`src/rtl/serial_adder_pkg.sv`:
```
// Shared constants for the bit-serial adder: FSM state encoding and default width.
package serial_adder_pkg;

    typedef enum logic [1:0] {
        IDLE = 2'd0,
        RUN  = 2'd1,
        DONE = 2'd2
    } sa_state_e;

    localparam int unsigned SERIAL_ADDER_DEFAULT_WIDTH = 8;

endpackage

```
`src/rtl/full_adder.sv`:
```
// Single-bit full adder cell used as the serial datapath of serial_adder.
module full_adder (
    input  logic x,
    input  logic y,
    input  logic z,
    output logic sum,
    output logic carry
);

    assign sum   = x ^ y ^ z;
    assign carry = (x & y) | (z & (x ^ y));

endmodule

```
`src/rtl/serial_adder.sv`:
```
// Bit-serial WIDTH-bit adder driving one full_adder cell LSB-first, with valid/ready on both sides.
// Optional subtract mode (port sub) is enabled by defining SERIAL_ADDER_SUB_EN.
module serial_adder
    import serial_adder_pkg::*;
#(
    parameter int unsigned WIDTH = SERIAL_ADDER_DEFAULT_WIDTH
) (
    input  logic             clk,
    input  logic             rst_n,
    input  logic             in_valid,
    output logic             in_ready,
    input  logic [WIDTH-1:0] a,
    input  logic [WIDTH-1:0] b,
    input  logic             cin,
`ifdef SERIAL_ADDER_SUB_EN
    input  logic             sub,
`endif
    output logic             out_valid,
    input  logic             out_ready,
    output logic [WIDTH-1:0] sum,
    output logic             cout
);

    localparam int unsigned CNT_W = $clog2(WIDTH + 1);
    localparam logic [CNT_W-1:0] LAST_BIT = CNT_W'(WIDTH - 1);

    sa_state_e        state_q, state_d;
    logic [WIDTH-1:0] a_q, a_d;
    logic [WIDTH-1:0] b_q, b_d;
    logic [WIDTH-1:0] sum_q, sum_d;
    logic             carry_q, carry_d;
    logic [CNT_W-1:0] cnt_q, cnt_d;
    logic             fa_y;
    logic             fa_sum;
    logic             fa_carry;

`ifdef SERIAL_ADDER_SUB_EN
    logic sub_q, sub_d;

    // Subtraction is a + ~b + 1: invert each b bit and seed the carry with 1.
    assign fa_y = b_q[0] ^ sub_q;
`else
    assign fa_y = b_q[0];
`endif

    full_adder u_cell (
        .x     (a_q[0]),
        .y     (fa_y),
        .z     (carry_q),
        .sum   (fa_sum),
        .carry (fa_carry)
    );

    always_comb begin
        state_d = state_q;
        a_d     = a_q;
        b_d     = b_q;
        sum_d   = sum_q;
        carry_d = carry_q;
        cnt_d   = cnt_q;
`ifdef SERIAL_ADDER_SUB_EN
        sub_d   = sub_q;
`endif
        case (state_q)
            IDLE: begin
                if (in_valid) begin
                    a_d     = a;
                    b_d     = b;
                    sum_d   = '0;
                    cnt_d   = '0;
`ifdef SERIAL_ADDER_SUB_EN
                    sub_d   = sub;
                    carry_d = sub ? 1'b1 : cin;
`else
                    carry_d = cin;
`endif
                    state_d = RUN;
                end
            end
            RUN: begin
                // Shift then overwrite the MSB so WIDTH=1 needs no special case.
                sum_d            = sum_q >> 1;
                sum_d[WIDTH-1]   = fa_sum;
                carry_d          = fa_carry;
                a_d              = a_q >> 1;
                b_d              = b_q >> 1;
                cnt_d            = cnt_q + CNT_W'(1);
                if (cnt_q == LAST_BIT) begin
                    state_d = DONE;
                end
            end
            DONE: begin
                if (out_ready) begin
                    state_d = IDLE;
                end
            end
            default: state_d = IDLE;
        endcase
    end

    always_ff @(posedge clk or negedge rst_n) begin
        if (!rst_n) begin
            state_q <= IDLE;
            a_q     <= '0;
            b_q     <= '0;
            sum_q   <= '0;
            carry_q <= 1'b0;
            cnt_q   <= '0;
`ifdef SERIAL_ADDER_SUB_EN
            sub_q   <= 1'b0;
`endif
        end else begin
            state_q <= state_d;
            a_q     <= a_d;
            b_q     <= b_d;
            sum_q   <= sum_d;
            carry_q <= carry_d;
            cnt_q   <= cnt_d;
`ifdef SERIAL_ADDER_SUB_EN
            sub_q   <= sub_d;
`endif
        end
    end

    assign in_ready  = (state_q == IDLE);
    assign out_valid = (state_q == DONE);
    assign sum       = sum_q;
    assign cout      = carry_q;

endmodule

```
`config.mk`:
```
export PLATFORM = sky130hd
export DESIGN_NAME = serial_adder
export DESIGN_NICKNAME = d
export VERILOG_FILES = /design/src/rtl/serial_adder_pkg.sv /design/src/rtl/full_adder.sv /design/src/rtl/serial_adder.sv
export SDC_FILE = /design/constraint.sdc
export NUM_CORES = 1
export LEC_CHECK = 0
export ABC_AREA = 1
export CAP_MARGIN = 20
export CORE_UTILIZATION = 52
export CTS_CLUSTER_SIZE = 20
export DETAILED_ROUTE_END_ITERATION = 10
export MAX_ROUTING_LAYER = met4
export PLACE_DENSITY = 0.82
export SETUP_SLACK_MARGIN = 0.15
export SLEW_MARGIN = 20
export SYNTH_ARGS = -nofsm -noshare
export SYNTH_HDL_FRONTEND = slang
export SYNTH_HIERARCHICAL = 1
export SYNTH_SLANG_ARGS = --single-unit
```
`constraint.sdc`:
```
create_clock -name clk -period 3.3 [get_ports clk]
set_input_delay 0.66 -clock clk [delete_from_list [all_inputs] [get_ports clk]]
set_output_delay 0.66 -clock clk [all_outputs]
set_load 0.02 [all_outputs]
```
==> impl_metrics.json <==
{
  "r2r-end": "state_q[1]",
  "insertion_delay_ns": 0.33,
  "ys_ff_latch": 31,
  "critical_path_depth": 2,
  "crit_start": "state_q[1]",
  "die_width_um": 53.94,
  "relSlewSlack_pct": 58.84,
  "postRouteAntennaNets": 0,
  "num_vias": 1199,
  "peakVddDrop_mv": 0.6426,
  "grt_usage_pct": 24.10,
  "fin_crit_sh_pct": 66.95,
  "worst_pin_slew_ns": 0.6167,
  "place_congestion": 0.8042,
  "synthSimpleGateAreaFrac_pct": 29.71,
  "finalInstanceArea_um2": 1767,
  "ys_types": 19,
  "cp.arrival_ns": 1.55,
  "cts_buffers": 5,
  "firstDrtPassIters": 4,
  "tns_ns": 0,
  "critPathLaunchType": "flop",
  "place_area_um2": 1698,
  "grt_max_degree": 32,
  "vias_per_cell": 5.450,
  "rows": 18,
  "synth_warnings": 6,
  "cts_sinks": 31,
  "crit_fanout": 3,
  "max_freq_mhz": 452.7,
  "p_leak_uw": 0.0008479,
  "synth_top_family_by_area": "simple AND/OR/NAND/NOR gates",
  "n_fill_cell": 211,
  "met2_length_mm": 1.418,
  "critPathMaxStageDelay_ns": 0.62,
  "slowest_stage": "clkdlybuf4s50_1",
  "nNetsFinal": 212,
  "core_area_um2": 2522,
  "synth-compound-area-share_pct": 4.460,
  "initial_core_util_pct": 55.61,
  "ys_seq_area_share_pct": 55.31,
  "synthMuxAreaShare_pct": 0,
  "place_hpwl_mm": 1.910,
  "overflow": 0,
  "io_buffers": 31,
  "required_ns": 2.64,
  "syn_nets": 181,
  "hold_buffers": 0,
  "root_buffer": "clkbuf_4",
  "final_util_pct": 70.04,
  "grt_pass1_wl_mm": 4.678,
  "ioPinCount": 32,
  "grt_setup_unrepaired": "no",
  "cts_setup_buffers": 0,
  "top_layer": "met4",
  "drive_above_1_share_pct": 6.316,
  "rrSetupSlack_ns": 1.50,
  "endpoint": "in_ready",
  "period_needed_ns": 2.209,
  "final.setup_skew_ns": 0.006270,
  "drtIter0Drc": 11,
  "die_h_um": 53.94,
  "drt-total-wl_mm": 2.781,
  "critical_path.top_delay_family": "buffers and inverters",
  "syn-cell-area_um2": 1403,
  "hp-class": "reg2reg",
  "cts.path.max_buffers": 2,
  "dr_wl_met3_um": 103,
  "synthXorXnorAreaFrac_pct": 0,
  "cellPowerDensity_nw_per_um2": 939.4,
  "finalSetupViolCount": 0,
  "path_class": "reg2out",
  "die_area_um2": 2909,
  "grt_pass1_vias": 1150,
  "cts_tree": "yes",
  "synthCells": 158,
  "syn_avg_cell_area_um2": 8.877,
  "antenna_found_initial": 0,
  "post_cts_resized": 0,
  "syn_to_final_growth_pct": 25.96,
  "wire_per_inst_um": 12.64,
  "r2r_cells": 5,
  "hold_viol": 0,
  "worstSetupEndpointType": "primary output",
  "synth_fa_ha_area_share_pct": 2.319,
  "wl_met1_mm": 1.202,
  "path_clk_slew_ns": 0.10,
  "crit_chain": "nor2_4, clkdlybuf4s50_1",
  "h-tree-depth": 2,
  "drc_errors": 0,
  "status": "completed",
  "antenna_cells": 0,
  "cap_viol_max_count": 0,
  "slew_viol_final": 0,
  "timing.rr.start": "state_q[1]",
  "critPathBufInv": 1
}
power breakdown:
part	switching, uW	internal, uW
logic	436	296
registers	121	555
clock network	127	125
total	684	976
cells in the final DEF (no fill, tap or decap):
master and instances:
inv_4 1, dfrtp_1 31, nor2_1 4, a21oi_1 1, nand3_1 39, clkdlybuf4s50_1 31, nand4_1 2, nand2_2 1
buf_4 1, ha_1 1, o22ai_1 6, nor2_4 1, nand2_1 44, clkbuf_1 1, o21ai_0 3, clkbuf_4 5
clkbuf_8 2, o21ai_1 1, inv_1 13, nand2_4 1, fa_1 1
cells in the mapped netlist:
cell / n / area, um2
dfrtp_1: 31 / 775.7
nor2_4: 1 / 11.26
buf_4: 3 / 22.52
nand3_1: 39 / 195.2
fa_1: 1 / 20.02
buf_6: 2 / 22.52
nor2_1: 4 / 15.01
ha_1: 1 / 12.51
nand4_1: 2 / 12.51
nand2_4: 1 / 11.26
nand2_1: 44 / 165.2
nand2_2: 1 / 6.260
buf_2: 3 / 15.01
a21oi_1: 1 / 5.000
inv_1: 13 / 48.80
o22ai_1: 6 / 37.54
inv_4: 1 / 6.260
o21ai_1: 1 / 5.000
o21ai_0: 3 / 15.01
per-stage QoR:
| step | power (uW) | setup WS [ns] | instances | hold slack (ns) |
|---|---|---|---|---|
| 3_5_place_dp | 1421 | 1.366 | 212 | 0.4850 |
| 6_report | 1660 | 1.091 | 220 | 0.5072 |
| 5_1_grt | 1807 | 1.020 | 220 | 0.5367 |
| 3_3_place_gp | 1373 | 1.416 | 212 | 0.4761 |
| 2_1_floorplan | 1209 | 1.898 | 158 | 0.3644 |
| 4_1_cts | 1677 | 1.065 | 220 | 0.5083 |
layer usage:
| metal | vias to the layer above | GRT usage (%) |
|---|---|---|
| met2 | 24 | 39.51 |
| met4 | 0 | 12.72 |
| li1 | 586 | - |
| met3 | 7 | 6.215 |
| met1 | 582 | 26.73 |
| met5 | - | - |
how the worst min path moves through the flow:
stage	startpoint	to	cells after the start
2_1_floorplan	rst_n	a_q[0]	0
3_3_place_gp	b_q[2]	b_q[1]	2
3_5_place_dp	a_q[4]	a_q[3]	2
4_1_cts	a_q[2]	a_q[1]	2
5_1_grt	a_q[7]	a_q[6]	2
6_report	a_q[2]	a_q[1]	2
sequential cells by signal (all words and copies together) (netlist names):
register  cells
a_q           8
sum           8
cout          1
b_q           8
state_q       2
cnt_q         4
cell families (layout without fill, tap and decap cells):
logic type / count (synthesis) / in the layout
compound gates: 11 / 11
fa+ha+maj: 2 / 2
buf+inv: 22 / 54
flops: 31 / 31
simple gates: 92 / 92
worst min-delay path, cell delays in order, from the launching register on:
cell and delay (ns):
dfrtp_1 0.36, nand2_1 0.05, nand3_1 0.07
area by class of cell:
type | count | area (um2) | area share, %
multi-input cells | 105 | 511.7 | 28.97
repair buffers | 32 | 317.8 | 17.99
well taps | 30 | 37.54 | 2.125
clock buffers | 8 | 68.82 | 3.895
inverters | 14 | 55.05 | 3.116
flip-flops and latches | 31 | 775.7 | 43.91
No activity file was read; power rests on OpenSTA's default activity.
